## config.mk

```make
export PLATFORM = sky130hd
export DESIGN_NAME = time_set_ctrl_flat
export DESIGN_NICKNAME = d
export VERILOG_FILES = /design/src/rtl/time_set_ctrl_if.sv /design/src/rtl/time_set_ctrl.sv /design/src/flat_wrapper.sv
export SDC_FILE = /design/constraint.sdc
export NUM_CORES = 1
export LEC_CHECK = 0
export CAP_MARGIN = 20
export CORE_MARGIN = 2
export CORE_UTILIZATION = 55
export CTS_BUF_LIST = sky130_fd_sc_hd__clkbuf_16
export DETAILED_ROUTE_END_ITERATION = 6
export PLACE_DENSITY = 0.91
export SLEW_MARGIN = 15
export SYNTH_ARGS = -nofsm -noshare
export SYNTH_HDL_FRONTEND = slang
export SYNTH_SLANG_ARGS = --single-unit
```

## constraint.sdc

```tcl
create_clock -name i_clk -period 3.1 [get_ports i_clk]
set_clock_uncertainty 0.05 [all_clocks]
set_input_delay 0.31 -clock i_clk [delete_from_list [all_inputs] [get_ports i_clk]]
set_output_delay 0.31 -clock i_clk [all_outputs]
set_load 0.05 [all_outputs]
```

## src/rtl/time_set_ctrl_if.sv

```systemverilog
// time_set_ctrl_if: bundles the button, time and load signals of the time-setting controller.
//   btn_mode/btn_inc/btn_dec : raw active-high push-buttons (to controller)
//   tick_1hz                 : one-clk 1 Hz strobe (to controller)
//   hour_in/min_in/sec_in    : current time (to controller)
//   data                     : value to load into a time counter (from controller)
//   load_hour/min/sec        : one-cycle load strobes (from controller)
//   run_en                   : counter enable (from controller)
//   edit_field               : 0=run, 1=hour, 2=minute, 3=second (from controller)
//   blink                    : blink phase for the edited field (from controller)
interface time_set_ctrl_if;
    logic       btn_mode;
    logic       btn_inc;
    logic       btn_dec;
    logic       tick_1hz;
    logic [4:0] hour_in;
    logic [5:0] min_in;
    logic [5:0] sec_in;
    logic [5:0] data;
    logic       load_hour;
    logic       load_min;
    logic       load_sec;
    logic       run_en;
    logic [1:0] edit_field;
    logic       blink;

    // Driver side: buttons and current time out, load/display signals in.
    modport master (
        output btn_mode, btn_inc, btn_dec, tick_1hz, hour_in, min_in, sec_in,
        input  data, load_hour, load_min, load_sec, run_en, edit_field, blink
    );

    // Controller side.
    modport slave (
        input  btn_mode, btn_inc, btn_dec, tick_1hz, hour_in, min_in, sec_in,
        output data, load_hour, load_min, load_sec, run_en, edit_field, blink
    );
endinterface

```

## src/rtl/time_set_ctrl.sv

```systemverilog
// time_set_ctrl: three-button time-setting controller for an hour/minute/second clock.
// Buttons are synchronized and debounced into single-cycle press pulses; a mode press walks
// RUN -> hour -> minute -> second -> RUN, loading the edited value into the matching counter on
// each exit from an edit field. inc/dec adjust the edited value with wrap-around.
//   i_clk   : system clock, rising edge
//   i_rst_n : asynchronous active-low reset
//   io_bus  : time_set_ctrl_if.slave (buttons, tick, current time in; data/loads/status out)
module time_set_ctrl #(
    parameter int unsigned DEBOUNCE_CYCLES = 16
) (
    input logic            i_clk,
    input logic            i_rst_n,
    time_set_ctrl_if.slave io_bus
);

    localparam int unsigned CntW = $clog2(DEBOUNCE_CYCLES + 1);
    localparam logic [CntW-1:0] CntMax = CntW'(DEBOUNCE_CYCLES);

    typedef enum logic [1:0] {
        StRun      = 2'd0,
        StEditHour = 2'd1,
        StEditMin  = 2'd2,
        StEditSec  = 2'd3
    } state_e;

    // ---------------------------------------------------------------------------------------
    // Button conditioning: bit 0 = mode, bit 1 = inc, bit 2 = dec.
    // ---------------------------------------------------------------------------------------
    logic [2:0]      w_btn_raw;
    logic [2:0]      r_sync1;
    logic [2:0]      r_sync2;
    logic [2:0]      r_level;
    logic [2:0]      r_level_dly;
    logic [2:0]      r_press;
    logic [CntW-1:0] r_cnt [3];

    assign w_btn_raw = {io_bus.btn_dec, io_bus.btn_inc, io_bus.btn_mode};

    always_ff @(posedge i_clk or negedge i_rst_n) begin
        if (!i_rst_n) begin
            r_sync1     <= '0;
            r_sync2     <= '0;
            r_level     <= '0;
            r_level_dly <= '0;
            r_press     <= '0;
            for (int k = 0; k < 3; k++) begin
                r_cnt[k] <= '0;
            end
        end else begin
            r_sync1     <= w_btn_raw;
            r_sync2     <= r_sync1;
            r_level_dly <= r_level;
            // Rising edge of the debounced level gives exactly one pulse per press.
            r_press     <= r_level & ~r_level_dly;
            for (int k = 0; k < 3; k++) begin
                if (!r_sync2[k]) begin
                    r_cnt[k]   <= '0;
                    r_level[k] <= 1'b0;
                end else if (r_cnt[k] != CntMax) begin
                    r_cnt[k] <= r_cnt[k] + 1'b1;
                    // Level rises on the same edge the counter reaches its terminal count.
                    if (r_cnt[k] == CntMax - 1'b1) begin
                        r_level[k] <= 1'b1;
                    end
                end
            end
        end
    end

    // ---------------------------------------------------------------------------------------
    // Edit FSM
    // ---------------------------------------------------------------------------------------
    state_e     r_state;
    state_e     w_state_next;
    logic [5:0] r_edit_val;
    logic [5:0] w_edit_val_next;
    logic [5:0] r_data;
    logic [5:0] w_data_next;
    logic       r_load_hour;
    logic       r_load_min;
    logic       r_load_sec;
    logic       w_load_hour_next;
    logic       w_load_min_next;
    logic       w_load_sec_next;
    logic       r_blink;
    logic       w_blink_next;

    logic       w_mode;
    logic       w_inc;
    logic       w_dec;
    logic       w_step;
    logic [5:0] w_max;
    logic [5:0] w_hour_cap;
    logic [5:0] w_min_cap;
    logic [5:0] w_sec_cap;

    assign w_mode = r_press[0];
    assign w_inc  = r_press[1];
    assign w_dec  = r_press[2];
    // Coincident inc+dec cancel; mode takes precedence over either.
    assign w_step = (w_inc ^ w_dec) & ~w_mode;
    assign w_max  = (r_state == StEditHour) ? 6'd23 : 6'd59;

    // Out-of-range captures restart the field at zero.
    assign w_hour_cap = (io_bus.hour_in > 5'd23) ? 6'd0 : {1'b0, io_bus.hour_in};
    assign w_min_cap  = (io_bus.min_in > 6'd59) ? 6'd0 : io_bus.min_in;
    assign w_sec_cap  = (io_bus.sec_in > 6'd59) ? 6'd0 : io_bus.sec_in;

    always_comb begin
        w_state_next     = r_state;
        w_edit_val_next  = r_edit_val;
        w_data_next      = r_data;
        w_load_hour_next = 1'b0;
        w_load_min_next  = 1'b0;
        w_load_sec_next  = 1'b0;
        w_blink_next     = r_blink;

        if (r_state != StRun && io_bus.tick_1hz) begin
            w_blink_next = ~r_blink;
        end

        if (w_mode) begin
            // Every field change restarts the blink phase.
            w_blink_next = 1'b0;
            unique case (r_state)
                StRun: begin
                    w_edit_val_next = w_hour_cap;
                    w_state_next    = StEditHour;
                end
                StEditHour: begin
                    w_data_next      = r_edit_val;
                    w_load_hour_next = 1'b1;
                    w_edit_val_next  = w_min_cap;
                    w_state_next     = StEditMin;
                end
                StEditMin: begin
                    w_data_next     = r_edit_val;
                    w_load_min_next = 1'b1;
                    w_edit_val_next = w_sec_cap;
                    w_state_next    = StEditSec;
                end
                StEditSec: begin
                    w_data_next     = r_edit_val;
                    w_load_sec_next = 1'b1;
                    w_state_next    = StRun;
                end
            endcase
        end else if (w_step && r_state != StRun) begin
            if (w_inc) begin
                w_edit_val_next = (r_edit_val >= w_max) ? 6'd0 : r_edit_val + 6'd1;
            end else begin
                w_edit_val_next = (r_edit_val == 6'd0 || r_edit_val > w_max) ?
                                  w_max : r_edit_val - 6'd1;
            end
        end
    end

    always_ff @(posedge i_clk or negedge i_rst_n) begin
        if (!i_rst_n) begin
            r_state     <= StRun;
            r_edit_val  <= '0;
            r_data      <= '0;
            r_load_hour <= 1'b0;
            r_load_min  <= 1'b0;
            r_load_sec  <= 1'b0;
            r_blink     <= 1'b0;
        end else begin
            r_state     <= w_state_next;
            r_edit_val  <= w_edit_val_next;
            r_data      <= w_data_next;
            r_load_hour <= w_load_hour_next;
            r_load_min  <= w_load_min_next;
            r_load_sec  <= w_load_sec_next;
            r_blink     <= w_blink_next;
        end
    end

    assign io_bus.data       = r_data;
    assign io_bus.load_hour  = r_load_hour;
    assign io_bus.load_min   = r_load_min;
    assign io_bus.load_sec   = r_load_sec;
    // load_sec is issued on the edge that returns to RUN, so this also covers that cycle.
    assign io_bus.run_en     = (r_state == StRun);
    assign io_bus.edit_field = r_state;
    assign io_bus.blink      = r_blink;

endmodule

```

## src/flat_wrapper.sv

```systemverilog
// flat-port wrapper written by rule: the top's interface ports become plain ports
module time_set_ctrl_flat 
#(
    parameter int unsigned DEBOUNCE_CYCLES = 16
)
  (i_clk, i_rst_n, io_bus_btn_mode, io_bus_btn_inc, io_bus_btn_dec, io_bus_tick_1hz, io_bus_hour_in, io_bus_min_in, io_bus_sec_in, io_bus_data, io_bus_load_hour, io_bus_load_min, io_bus_load_sec, io_bus_run_en, io_bus_edit_field, io_bus_blink);
  time_set_ctrl_if io_bus_i ();
  input logic i_clk;
  input logic i_rst_n;
  input wire logic [$bits(io_bus_i.btn_mode)-1:0] io_bus_btn_mode;
  input wire logic [$bits(io_bus_i.btn_inc)-1:0] io_bus_btn_inc;
  input wire logic [$bits(io_bus_i.btn_dec)-1:0] io_bus_btn_dec;
  input wire logic [$bits(io_bus_i.tick_1hz)-1:0] io_bus_tick_1hz;
  input wire logic [$bits(io_bus_i.hour_in)-1:0] io_bus_hour_in;
  input wire logic [$bits(io_bus_i.min_in)-1:0] io_bus_min_in;
  input wire logic [$bits(io_bus_i.sec_in)-1:0] io_bus_sec_in;
  output wire logic [$bits(io_bus_i.data)-1:0] io_bus_data;
  output wire logic [$bits(io_bus_i.load_hour)-1:0] io_bus_load_hour;
  output wire logic [$bits(io_bus_i.load_min)-1:0] io_bus_load_min;
  output wire logic [$bits(io_bus_i.load_sec)-1:0] io_bus_load_sec;
  output wire logic [$bits(io_bus_i.run_en)-1:0] io_bus_run_en;
  output wire logic [$bits(io_bus_i.edit_field)-1:0] io_bus_edit_field;
  output wire logic [$bits(io_bus_i.blink)-1:0] io_bus_blink;
  assign io_bus_i.btn_mode = io_bus_btn_mode;
  assign io_bus_i.btn_inc = io_bus_btn_inc;
  assign io_bus_i.btn_dec = io_bus_btn_dec;
  assign io_bus_i.tick_1hz = io_bus_tick_1hz;
  assign io_bus_i.hour_in = io_bus_hour_in;
  assign io_bus_i.min_in = io_bus_min_in;
  assign io_bus_i.sec_in = io_bus_sec_in;
  assign io_bus_data = io_bus_i.data;
  assign io_bus_load_hour = io_bus_i.load_hour;
  assign io_bus_load_min = io_bus_i.load_min;
  assign io_bus_load_sec = io_bus_i.load_sec;
  assign io_bus_run_en = io_bus_i.run_en;
  assign io_bus_edit_field = io_bus_i.edit_field;
  assign io_bus_blink = io_bus_i.blink;
  time_set_ctrl #(.DEBOUNCE_CYCLES(DEBOUNCE_CYCLES)) u_core (.i_clk(i_clk), .i_rst_n(i_rst_n), .io_bus(io_bus_i));
endmodule
```

==> impl_metrics.ini <==
[outcome]
status = finished, violations left
violations = hold timing

[setup_path]
worstPathMaxFanout = 10
crit_type = flop to primary output
cpPeakStageDelay_ps = 870
slowest_stage = clkdlybuf4s50_1
worstPathCellList = inv_1, ha_1, clkdlybuf4s50_1
reg2reg_depth = 9
cp-start-kind = flop
crit_path_end = io_bus_run_en
critical_path.startpoint = u_core.io_bus.edit_field[0]$_DFFE_PN0P_
r2r_end = u_core.r_edit_val[4]$_DFFE_PN0P_
r2r_start = u_core.io_bus.edit_field[1]$_DFFE_PN0P_
worstSetupEndpointType = primary output
required_ps = 2740
r2r_slack_ps = 670
cp.arrival_ps = 2090

[sta]
period_minus_slack_ps = 2448
rsz0062_at_grt = no
clock.fmax_mhz = 408.5
fin_tns_setup_ps = 0
slew_headroom = 0.5708
setup_violations = 0
slew_viol_final = 0
period_share = 0.7897
holdWs_ps = -23.37
worst_pin_slew_ps = 643.9
hold_violations = 37

[power_and_ir_drop]
p_leak_nw = 1.476
peakVddDrop_mv = 0.3999
power_density_mw_per_mm2 = 378.6

[clock_tree]
numCtsBuffers = 5
htree_levels = 2
path_clk_slew_ps = 70
postCtsSetupRepairBufs = 0
numClockSinks = 48
root_buffer = clkbuf_16
cts_resized = 0
ctsHoldBuffers = 0
cts_tree = yes
cts.path.max_buffers = 2
clock_latency_ps = 290

[global_routing]
grt-ovfl-total = 0
grtUsageMet3 = 0.05026
grtUsageTotal = 0.2332
met1_usage = 0.3056
antenna_found_initial = 0
grt_pass1_wl_um = 9901
grt.met2_usage = 0.3903
grt_max_degree = 49
grt_pass1_vias = 2148
grt_busiest_layer = met2

[synthesis]
ys_ff_latch = 48
ys_seq_area_frac = 0.4290
synth_edf_count = 0
ys_types = 58
syn_inst = 279
async_flop_share = 1.000
synth.cell_area_mm2 = 0.002800
ys.flop_type = dfrtp_1
yosysWarnings = 0
postSynthAreaPerCell_um2 = 10.04
synthesis.nets = 320

[drt]
first_pass_iters = 5
ant_nets = 0
vias = 2264
drt-initial-drc-count = 310
via_per_inst = 5.989
wl_per_cell_um = 16.06
finalWirelength_um = 6070
drc = 0

[job]
cap_violations = 0

[layout]
drive_gt1_frac = 0.06109
syn_to_final_growth_pct = 18.54
final_common_cell = dfrtp_1
diodes = 0
fin_nets = 352
layout.cells.most_common_list = dfrtp_1 (48), clkdlybuf4s50_1 (34), nand3_1 (21)

[die]
ioPinCount = 36
rows = 25
initial_core_util = 0.5813
die_h_um = 75.35
die_w_um = 75.35
design.core.area_mm2 = 0.004817
dieArea_mm2 = 0.005678

[placement]
place_congestion = 0.8987
numPortBuffers = 35
hpwl_um = 4286

[min_path]
hold_class = primary input to async pin
==> flip-flops by register name (all words and copies together) (netlist names) <==
signal / cells
u_core.r_sync1: 3
u_core.r_press: 3
u_core.r_sync2: 3
u_core.io_bus.load_min: 1
u_core.io_bus.load_sec: 1
u_core.r_level: 3
u_core.io_bus.edit_field: 2
u_core.r_cnt: 15
u_core.io_bus.blink: 1
u_core.r_level_dly: 3
u_core.io_bus.data: 6
u_core.r_edit_val: 6
u_core.io_bus.load_hour: 1
==> where the power goes <==
part           internal (mW)  switching (mW)
Sequential             0.641          0.0122
Combinational         0.0470          0.0456
Clock                  0.290           0.221
Total                  0.978           0.279
==> cells by family after synthesis <==
logic type,Yosys count,share of synthesized area
xor+xnor,16,0.05005
mux,6,0.02323
fa+ha+maj,18,0.08043
compound gates,65,0.1747
buf+inv,28,0.04200
simple gates,98,0.2006
flops,48,0.4290
==> final cells by class <==
| cell class | count | area [um^2] |
|---|---|---|
| Tap cell | 67 | 83.83 |
| Inverter | 17 | 63.81 |
| Clock inverter | 2 | 8.758 |
| Fill cell | 387 | 1498 |
| Timing Repair Buffer | 36 | 355.3 |
| Sequential cell | 48 | 1201 |
| Clock buffer | 5 | 125.1 |
| Multi-Input combinational cell | 203 | 1481 |
==> worst max-delay path: cells and delay by family, from the launching register on <==
kind                     cells  cell delay, ps
buffers and inverters        2            1000
flip-flops                   1             430
adder cells (fa/ha/maj)      1             370
==> worst min path at each step <==
stage,start,end,slack [ps],cells after the start
after global placement,u_core.r_sync1[2]$_DFF_PN0_,u_core.r_sync2[2]$_DFF_PN0_,280,0
after global routing,i_rst_n,u_core.r_cnt[0]$_DFFE_PN0P_,30,1
after floorplan,i_rst_n,u_core.io_bus.blink$_DFFE_PN0P_,-40,0
after CTS,i_rst_n,u_core.r_cnt[2]$_DFFE_PN0P_,200,1
final,i_rst_n,u_core.r_cnt[2]$_DFFE_PN0P_,-20,1
after detailed placement,u_core.r_sync1[1]$_DFF_PN0_,u_core.r_sync2[1]$_DFF_PN0_,290,0
==> routing by layer <==
layer	vias up	wire length, um
met1	1086	2590
met2	97	3014
met5	-	0
li1	1072	-
met3	9	379
met4	0	85
==> Yosys cell counts, types with 2 or more instances <==
| cell | number | area share |
|---|---|---|
| nand2_1 | 17 | 0.023 |
| mux2i_1 | 2 | 0.0071 |
| a21boi_0 | 4 | 0.011 |
| and3_1 | 9 | 0.020 |
| o211ai_1 | 5 | 0.013 |
| o21ai_0 | 7 | 0.013 |
| o221ai_1 | 2 | 0.0063 |
| nand3_1 | 21 | 0.038 |
| nor3_1 | 5 | 0.0089 |
| and2_1 | 11 | 0.025 |
| nor2_1 | 9 | 0.012 |
| inv_1 | 17 | 0.023 |
| a311oi_1 | 3 | 0.0094 |
| xor2_1 | 7 | 0.022 |
| nand4_1 | 2 | 0.0045 |
| a31oi_1 | 6 | 0.013 |
| a22oi_1 | 2 | 0.0054 |
| a21oi_1 | 12 | 0.021 |
| mux2_2 | 4 | 0.016 |
| nand2b_1 | 2 | 0.0045 |
| clkbuf_1 | 6 | 0.0080 |
| dfrtp_1 | 48 | 0.43 |
| buf_2 | 4 | 0.0071 |
| o22ai_1 | 3 | 0.0067 |
| ha_1 | 18 | 0.080 |
| xnor2_1 | 9 | 0.028 |
| a211oi_1 | 3 | 0.0080 |
| or4b_1 | 2 | 0.0071 |
| nor2b_1 | 10 | 0.022 |
==> stage by stage <==
stage / power [mW] / setup WS, ps / util / instances / cell area [um^2]
global placement: 0.7511 / 823.1 / 0.6608 / 371 / 3183
CTS: 1.265 / 650.6 / 0.6886 / 378 / 3317
floorplan: 0.6991 / 418.3 / - / 279 / 2800
detailed placement: 0.7573 / 739.9 / 0.6608 / 371 / 3183
finish: 1.257 / 651.9 / 0.6891 / 378 / 3319
global route: 1.309 / 541.7 / 0.6891 / 378 / 3319
Power figures use the tool's default switching activity.
